[config.mk]
export PLATFORM = sky130hd
export DESIGN_NAME = mux_rr_arbiter
export DESIGN_NICKNAME = d
export VERILOG_FILES = /design/src/rtl/mux_rr_arbiter.sv
export SDC_FILE = /design/constraint.sdc
export NUM_CORES = 1
export LEC_CHECK = 0
export ABC_AREA = 0
export BUFFER_PORTS_ARGS = -buffer_cell sky130_fd_sc_hd__buf_2
export CAP_MARGIN = 20
export CORE_MARGIN = 2
export CORE_UTILIZATION = 37
export CTS_CLUSTER_DIAMETER = 60
export CTS_CLUSTER_SIZE = 16
export DETAILED_ROUTE_END_ITERATION = 10
export PLACE_DENSITY = 0.67
export SLEW_MARGIN = 20
export SYNTH_ARGS = -nofsm -noshare
export SYNTH_HDL_FRONTEND = slang
export SYNTH_SLANG_ARGS = --single-unit
[constraint.sdc]
create_clock -name clk -period 3.3 [get_ports clk]
set_input_delay 0.165 -clock clk [delete_from_list [all_inputs] [get_ports clk]]
set_output_delay 0.165 -clock clk [all_outputs]
set_load 0.01 [all_outputs]
[src/rtl/mux_rr_arbiter.sv]
// Round-robin arbiter that owns the select lines of the shared 8-to-1 mux.
// Optional per-ownership burst limit is compiled in with `define MUX_ARB_BURST_LIMIT_EN.
module mux_rr_arbiter #(
    parameter int MAX_BURST = 4
) (
    input  logic       clk,
    input  logic       rst,
    input  logic [7:0] req,
    output logic [7:0] gnt,
    output logic [2:0] sel,
    output logic       valid,
    output logic [2:0] owner
);

    typedef enum logic {
        IDLE,
        GRANT
    } state_t;

    state_t     state_q, state_d;
    logic [7:0] gnt_d;
    logic [2:0] sel_d;
    logic       valid_d;
    logic [2:0] owner_d;
    logic [2:0] win;
    logic       burst_done;

    if (MAX_BURST < 1 || MAX_BURST > 255) begin : g_bad_max_burst
        $error("mux_rr_arbiter: MAX_BURST must be in 1..255");
    end

    // The owner register doubles as the rotation pointer: it always holds the
    // last granted index, which is exactly where the priority scan starts from.
    always_comb begin
        win = owner;
        // Scan downward so the lowest offset from owner+1 is the last to assign.
        for (int i = 8; i >= 1; i--) begin
            if (req[owner + 3'(i)]) begin
                win = owner + 3'(i);
            end
        end
    end

`ifdef MUX_ARB_BURST_LIMIT_EN
    logic [7:0] burst_q;

    // Counts completed GRANT edges; cleared while idle, so it starts at 0 on every grant.
    always_ff @(posedge clk) begin
        if (rst || state_q == IDLE) begin
            burst_q <= '0;
        end else begin
            burst_q <= burst_q + 8'd1;
        end
    end

    assign burst_done = (burst_q == 8'(MAX_BURST - 1));
`else
    assign burst_done = 1'b0;
`endif

    always_comb begin
        // NOTE: every output of this block gets a default first, so no path can infer a latch.
        state_d = state_q;
        gnt_d   = gnt;
        sel_d   = sel;
        valid_d = valid;
        owner_d = owner;

        case (state_q)
            IDLE: begin
                if (|req) begin
                    state_d = GRANT;
                    gnt_d   = 8'd1 << win;
                    valid_d = 1'b1;
                    owner_d = win;
                    sel_d   = 3'd7 - win;
                end
            end
            GRANT: begin
                // sel/owner deliberately hold through the dead cycle.
                if (!req[owner] || burst_done) begin
                    state_d = IDLE;
                    gnt_d   = '0;
                    valid_d = 1'b0;
                end
            end
            default: begin
                state_d = IDLE;
                gnt_d   = '0;
                valid_d = 1'b0;
            end
        endcase
    end

    always_ff @(posedge clk) begin
        // NOTE: non-blocking assignments so every register samples pre-edge values.
        if (rst) begin
            state_q <= IDLE;
            gnt     <= '0;
            sel     <= 3'b000;
            valid   <= 1'b0;
            owner   <= 3'd7;
        end else begin
            state_q <= state_d;
            gnt     <= gnt_d;
            sel     <= sel_d;
            valid   <= valid_d;
            owner   <= owner_d;
        end
    end

endmodule

**Word level (Yosys, flattened, before mapping)**

Cells that the tools add are included.

- Flip-flop bits (word level): 16
- Input port bits: 10
- Output and inout port bits: 15
- Logic and storage cells: 60

- Shift operators: 1
- Equality and inequality tests: 2
- Bitwise gates (word level): 1
- $lt $le $gt $ge: 8
- Reduce and logical (&&, ||, !) cells: 3
- Add/sub/neg operators: 8
- Multiplexer cells: 32

Operator list:

| operator | number |
|---|---|
| 3-bit by 4-bit less-than comparator with 1-bit output, second input constant | 8 |
| 1-bit binary-select mux with 3-bit select | 8 |
| 3-bit two-way mux | 7 |
| 8-bit two-way mux | 2 |
| 8-bit one-hot mux with 2 select lines | 1 |
| 3-bit adder, second input constant | 4 |
| 1-bit two-way mux | 12 |
| 8-bit OR reduction | 1 |
| 1-bit by 3-bit << shifter with 8-bit output, first input constant | 1 |
| 3-bit by 2-bit adder with 3-bit output, second input constant | 2 |
| 2-bit != test, second input constant | 2 |
| 1-bit one-hot mux with 2 select lines | 2 |
| 2-bit AND reduction | 2 |
| 3-bit by 1-bit adder with 3-bit output, second input constant | 1 |
| 3-bit subtractor, first input constant | 1 |
| 1-bit NOT | 1 |

**Logic depth before layout (Yosys ltp)**

Gate-level depths: netlist (run 1).

- Depth in word-level cells: 13
- Gate-level depth with buffers: 12
- Depth with buffers taken out: 9

**Least setup slack after synthesis (run 1)**

OpenSTA, ideal clock, no wires.

- Path kind: reg-to-reg
- From: register owner[1]
- To: register gnt[6]
- Buffers on the path: 3
- Data required time: 3.231 ns
- Data arrival time: 3.351 ns
- Slack: -0.120 ns
- Cell stages (with the launch flop): 13
- Library setup time: 0.069 ns
- Period minus slack after synthesis: 3.420 ns
- Cells stage by stage: dfxtp_1 > clkbuf_1 > buf_6 > inv_1 > ha_1 > buf_6 > mux2_4 > mux4_2 > and3b_1 > o21ai_1 > o31ai_2 > or4b_1 > o21ai_1

- Cells in the longest elaborated chain, start to end: 13
- Elaborated cells between the ends (all ways): 35
- Those cells by class: add/sub: 7; eq/ne: 1; shift: 1; mux: 25; reduce/logical: 1

RTL lines:

| item | RTL line | RTL |
|---|---|---|
| start, declared | 12 | `output logic [2:0] owner` |
| start signal, assigned | 108 | `owner <= owner_d;` |
| 3-bit adder | 38, 39 |  |
| 1-bit binary-select mux with 3-bit select | 38 | `if (req[owner + 3'(i)]) begin` |
| 1-bit two-way mux (not written as such) | 38 |  |
| 3-bit two-way mux (7 in series) | 38 |  |
| 1-bit by 3-bit << shifter with 8-bit output | 73 | `gnt_d = 8'd1 << win;` |
| 8-bit two-way mux | 71 | `if (\|req) begin` |
| 8-bit one-hot mux with 2 select lines | 69 | `case (state_q)` |
| end signal, assigned | 105 | `gnt <= gnt_d;` |
| end, declared | 9 | `output logic [7:0] gnt,` |

Parallel ways exist; a longest one is shown, timed or not. The select of a mux whose other input is x is not followed.
A chain may end at the register's enable or synchronous reset.

**Worst setup path in the final report (run 1)**

- From: register owner[1]
- To: register gnt[7]

The elaborated chain is that of the path after synthesis.

==> impl_metrics.csv, run 1 <==
group,metric,value,unit
clocking,cts_tree,"built",
yosys,avgSynthCellArea,9.376,µm²
clocking,cts_max_path_buffers,2,
worst_setup_path,worstRegToRegCells,9,
yosys,synthArstFlopShare,0,
die,fp-row-count,22,
hold_path,hold_path_class,"in -> reg",
worst_setup_path,r2r_setup_slack,170,ps
die,initial_core_util,0.3907,
worst_setup_path,crit_end,"gnt[7]",
worst_setup_path,critPathLaunchType,"register",
worst_setup_path,arrival,3310,ps
worst_setup_path,critical_path.max_stage_delay,500,ps
global_route,grt_pass1_wl,5575,µm
die,die-area,4472,µm²
power_and_ir_drop,pwr-share-clk,0.072,
worst_setup_path,r2r_start,"owner[1]",
power_and_ir_drop,seq_power_share,0.164,
clocking,cts_hold_buf,0,
place,dpl.cell_count,226,
global_route,grt_pass1_vias,1183,
worst_setup_path,startpoint,"owner[1]",
clocking,post-cts-setup-buffer-count,0,
worst_setup_path,slowest_stage,"mux4_2",
die,io_pins,25,
worst_setup_path,cp_data_required_time,3480,ps
power_and_ir_drop,combPwrFrac,0.763,
layout,antenna_cells,0,
global_route,grt_usage,0.1615,
routing,routed_wl,3384,µm
timing,hold_viol_final,0,
timing,slew_headroom,0.6489,
global_route,grt_overflow,0,
power_and_ir_drop,power_density,1149,nW/µm²
power_and_ir_drop,power.internal,1.031,mW
run_status,status,"finished, final reports clean",
run,maxCapViolCount,0,
worst_setup_path,critPathMaxFanout,11,
clocking,numCtsBuffers,3,
yosys,ys_ff_latch,16,
die,die_x,66.88,µm
routing,drtIter0Drc,73,
routing,vias,1328,
yosys,syn_area,1463,µm²
place,place.gp.congestion,0.8848,
clocking,cts-htree-levels,1,
timing,worst_pin_slew,526.6,ps
layout,drive_gt1_frac,0.2983,
clocking,clk-insertion-delay-late,240,ps
die,fp.coreArea,3744,µm²
timing,final.setup.tns,0,ps
place,numPortBuffers,24,
routing,dr.pass1.iters,4,
routing,wl_per_cell,14.78,µm
timing,fmax,0.3195,GHz
worst_setup_path,critPathKind,"reg -> reg",
layout,final_nets,195,
yosys,yosysSeqAreaShare,0.2190,
global_route,grt_max_degree,21,
yosys,ys_types,51,
worst_setup_path,critPathCaptureType,"register",
timing,period_share,0.9483,
timing,finalSetupViolCount,0,
worst_setup_path,path_buf_inv,1,
power_and_ir_drop,p_sw_frac,0.4674,
yosys,syn_nets,168,
clocking,cts.sinks,16,
layout,syn_to_final_growth,15.14,%
clocking,cts-root-buf,"clkbuf_8",
timing,fin_crit,3130,ps
worst_setup_path,crit_chain,"inv_1, ha_2, mux2_2, mux4_2, and3b_1, o21ai_1, o31ai_2, or4b_1, o21ai_1",
layout,fillers,364,
routing,drc,0,
power_and_ir_drop,p_leak,0.7008,nW
worst_setup_path,rr_endpoint,"gnt[7]",
clocking,clk_pin_slew,60,ps
place,hpwl,2544,µm
routing,final_antenna_net_count,0,
worst_setup_path,critPathTopFamily,"multiplexers",
timing,rsz0062_at_grt,"false",
layout,mostFrequentLayoutCell,"buf_2",
timing,skew,0.6293,ps
power_and_ir_drop,ir_worst_vdd,0.5965,mV
worst_setup_path,crit_cells,9,
yosys,yosys_most_used_dff,"dfxtp_1",
yosys,synth_warnings,0,
power_and_ir_drop,switchingPower,904.5,µW
worst_setup_path,cp_common_cell,"o21ai_1",
yosys,synth_edf_count,0,
layout,final_cells,229,
yosys,syn_inst,156,
timing,drv_slew,0,
clocking,cts-resized-gates,0,
layout,layout_common_cells,"24 x buf_2, 16 x dfxtp_1, 14 x nand2_1",
die,fp.dieH,66.88,µm
global_route,antenna_found_initial,0,
routing,viasPerCell,5.799,
power by group through the flow:
stage,Clock [mW],Combinational [mW],Sequential [mW]
after floorplan,0,1.09,0.340
after CTS,0.147,1.46,0.318
final,0.140,1.48,0.318
after global placement,0,1.45,0.321
after detailed placement,0,1.45,0.323
after global routing,0.153,1.62,0.326
metrics by stage:
step	hold WS, ps	worst slack [ps]	util	power [mW]	instance area (µm²)
2_1_floorplan	327.5	20.81	-	1.429	1464
3_5_place_dp	443.2	145.3	0.4365	1.776	1634
4_1_cts	212.5	123.3	0.4475	1.924	1675
6_report	230.9	170.5	0.4499	1.935	1684
3_3_place_gp	439.4	198.9	0.4365	1.767	1634
5_1_grt	235.3	9.314	0.4499	2.102	1684
final cells by class:
class	instances	area, µm²	area share
Multi-Input combinational cell	125	1067	0.6337
Sequential cell	16	320.3	0.1902
Timing Repair Buffer	31	172.7	0.1025
Tap cell	48	60.06	0.03566
Clock buffer	3	41.29	0.02452
Inverter	6	22.52	0.01337
worst register-to-register path: stages (launching register included):
cell and delay (ps):
dfxtp_1 320, inv_1 70, ha_2 490, mux2_2 400
mux4_2 500, and3b_1 230, o21ai_1 70, o31ai_2 350
or4b_1 500, o21ai_1 120
synthesized netlist by cell type, drive strengths merged, types with 2 or more instances:
cell type / instances / area [µm²]
dfxtp: 16 / 320.3
nand2: 14 / 52.55
mux4: 11 / 259.0
nor2: 10 / 37.54
o21ai: 10 / 50.04
a21oi: 8 / 40.04
mux2: 8 / 101.3
mux2i: 7 / 82.58
buf: 6 / 50.04
inv: 6 / 22.52
a22o: 4 / 35.03
nand2b: 4 / 25.02
nor3: 4 / 20.02
and2: 3 / 18.77
clkbuf: 3 / 11.26
nand3: 3 / 15.01
nor4: 3 / 18.77
o221ai: 3 / 26.28
or3: 3 / 18.77
xnor2: 3 / 26.28
a222oi: 2 / 20.02
a31oi: 2 / 12.51
and3b: 2 / 17.52
ha: 2 / 25.02
nor2b: 2 / 12.51
xor2: 2 / 17.52
flip-flops by register name (all words and copies together), names as in the netlist:
name,cells
owner,3
state_q,1
gnt,8
valid,1
sel,3
logic make-up (layout without fill, tap and decap cells):
logic type,count (synthesis),after routing,synth area share
and+or+nand+nor,52,52,0.1822
AOI/OAI and AO/OA,40,40,0.1916
muxes,26,26,0.3028
DFF,16,16,0.2190
buffers and inverters,15,40,0.05731
xor gates and xnor gates,5,5,0.02995
adders and majority gates,2,2,0.01711
routing by layer:
metal | share of wire | vias to the layer above | GRT usage
met3 | 0.035 | 2 | 0.02534
met5 | 0 | - | 0
met2 | 0.49 | 35 | 0.2563
met1 | 0.47 | 631 | 0.2333
met4 | 0.0062 | 0 | 0.02806
li1 | - | 660 | -
worst min path at each step:
stage | slack [ps] | depth (start not counted) | endpoint | start
2_1_floorplan | 330 | 2 | state_q | rst
3_3_place_gp | 440 | 2 | gnt[2] | gnt[2]
3_5_place_dp | 440 | 2 | gnt[3] | gnt[3]
4_1_cts | 210 | 2 | sel[0] | rst
5_1_grt | 240 | 2 | valid | rst
6_report | 230 | 2 | sel[0] | rst
No activity file was read; power rests on OpenSTA's default activity.
==> inputs of run 2 (changes only) <==
Settings changed: CORE_UTILIZATION 37 to 50, PLACE_DENSITY 0.67 to 0.83.
Clock period 3.3 ns to 2.6 ns, I/O delays scaled along.
==> run 2 against run 1 <==
- maximum frequency rose by 8.4%
- the flow now finishes with violations (negative setup slack)
- via count up 14%
- highest routed layer unchanged
- flip-flop and latch count stayed put
- global-route usage increased by 7.2 points
- cell count grew 0.87%
- first-iteration DRC count did not move
- largest power group unchanged
- sequential share of layout area down 2.2 points
- hold slack worse by 76 ps
- clock power grew 21%
==> impl_metrics.csv, run 2 (synthesis gave the netlist of run 1 again) <==
group,metric,value,unit
clocking,clk-insertion-delay-late,290,ps
power_and_ir_drop,power_density,1689,nW/µm²
layout,syn_to_final_growth,31.99,%
power_and_ir_drop,ir_worst_vdd,1.440,mV
layout,layout_common_cells,"24 x buf_2, 23 x buf_4, 14 x nand2_1, 14 x dfxtp_1, 10 x mux4_2",
power_and_ir_drop,p_leak,0.8021,nW
routing,wl_per_cell,17.65,µm
run_status,status,"complete, but fails checks",
hold_path,min_from,"rst",
routing,viasPerCell,6.545,
layout,largest_register_ffs,8,
worst_setup_path,rr_endpoint,"gnt[6]",
timing,hold_slack,154.9,ps
run_status,violations,"negative setup slack",
global_route,grt_max_degree,21,
timing,fmax,0.3465,GHz
layout,fillers,204,
worst_setup_path,r2r_setup_slack,-290,ps
timing,fin_crit,2886,ps
worst_setup_path,r2r_start,"owner[0]",
layout,ff_latch_area,325.3,µm²
global_route,grt_overflow,0,
timing,final.setup.tns,-2219,ps
worst_setup_path,arrival,3110,ps
layout,reg_top3,"gnt x8, owner x3, sel x3",
layout,top_register,"gnt",
timing,drv_slew,0,
clocking,cts-htree-levels,1,
layout,fin_area,1931,µm²
clocking,numCtsBuffers,3,
die,initial_core_util,0.5304,
clocking,cts_hold_buf,0,
global_route,grt_busiest_layer,"met2",
clocking,cts_max_path_buffers,2,
worst_setup_path,critPathLaunchType,"register",
timing,fin_ws,-286.4,ps
die,die_x,58.09,µm
timing,hold_viol_final,0,
routing,drtIter0Drc,73,
die,fp.dieH,58.09,µm
global_route,grt_util_met3,0.04464,
timing,skew,2.844,ps
clocking,clk_pin_slew,90,ps
layout,final_nets,213,
routing,dr.pass1.iters,4,
worst_setup_path,cp_data_required_time,2830,ps
global_route,grt_pass1_vias,1380,
routing,final_antenna_net_count,0,
hold_path,hold_depth,2,
worst_setup_path,critPathKind,"reg -> reg",
routing,vias,1512,
die,fp-row-count,19,
global_route,grt_usage,0.2333,
global_route,met1_usage,0.3094,
routing,routed_wl,4076,µm
die,fp.coreArea,2758,µm²
place,place_area,1733,µm²
global_route,antenna_found_initial,0,
global_route,grtUsageMet2,0.3961,
worst_setup_path,critPathCaptureType,"register",
place,hpwl,2856,µm
layout,drive_gt1_frac,0.4800,
timing,rsz0062_at_grt,"true",
global_route,grt_pass1_wl,6285,µm
run,maxCapViolCount,0,
clocking,cts_tree,"built",
timing,period_share,1.110,
layout,mostFrequentLayoutCell,"buf_2",
routing,drc,0,
layout,multi_input_area,1185,µm²
hold_path,min_to,"sel[0]",
die,io_pins,25,
place,place.gp.congestion,0.8836,
worst_setup_path,worstRegToRegCells,9,
clocking,cts.sinks,16,
worst_setup_path,critPathMaxFanout,7,
timing,finalSetupViolCount,12,
layout,antenna_cells,0,
hold_path,hold_path_class,"in -> reg",
place,numPortBuffers,24,
clocking,cts-root-buf,"clkbuf_4",
timing,worst_pin_slew,556.2,ps
timing,slew_headroom,0.6292,
die,die-area,3374,µm²
run 2: changes by cell type in the layout (fill, tap and decap cells not counted), moves of 3 or more:
cell      before  now
clkbuf_4       0    3
o21ai_2        0    3
a21oi_1        8    4
a21oi_2        0    4
o21ai_1        7    4
buf_4          7   23
run 2: power breakdown:
| group | switching [mW] | total (mW) | internal, mW |
|---|---|---|---|
| registers | 0.0843 | 0.429 | 0.344 |
| logic | 1.34 | 2.66 | 1.32 |
| clock network | 0.0831 | 0.169 | 0.0855 |
| total | 1.51 | 3.26 | 1.75 |
run 2: worst max-delay path, cell delays in order, from the launching register on:
cell	delay, ps
dfxtp_4	390
inv_6	40
ha_4	320
mux2_4	320
mux4_2	500
and3b_1	240
o21ai_2	60
o31ai_2	280
or4b_4	510
o21ai_1	150
run 2: how the worst max path moves through the flow:
| stage | from | endpoint |
|---|---|---|
| floorplan | owner[1] | gnt[6] |
| global placement | owner[0] | gnt[4] |
| detailed placement | owner[0] | gnt[4] |
| CTS | owner[0] | gnt[6] |
| global route | owner[0] | gnt[6] |
| finish | owner[0] | gnt[6] |
run 2: layer usage:
layer	up-vias	wire (µm)
met5	-	0
met3	10	298
li1	690	-
met4	0	75
met1	737	1665
met2	75	2036
run 2: repair_timing:
item                       CTS  global route
resized for setup            6            19
pin swaps                    6             4
hold endpoints to repair     0             0
cloned                       0             0
setup endpoints to repair   13            14
setup buffers                2             4
run 2: final cells by class:
type                            instances  share of cell area
Clock buffer                            4             0.01879
Inverter                                6             0.01555
Multi-Input combinational cell        125              0.6137
Sequential cell                        16              0.1685
Tap cell                               31             0.02009
Timing Repair Buffer                   49              0.1633
run 2: stage by stage:
stage | util | total power [mW] | setup WS, ps | std cells
finish | 0.7001 | 3.261 | -286.4 | 231
global route | 0.7001 | 3.450 | -375.6 | 231
floorplan | - | 1.916 | -468.5 | 156
detailed placement | 0.6284 | 2.556 | -259.6 | 221
global placement | 0.6284 | 2.476 | -159.5 | 221
CTS | 0.6606 | 2.849 | -199.2 | 227
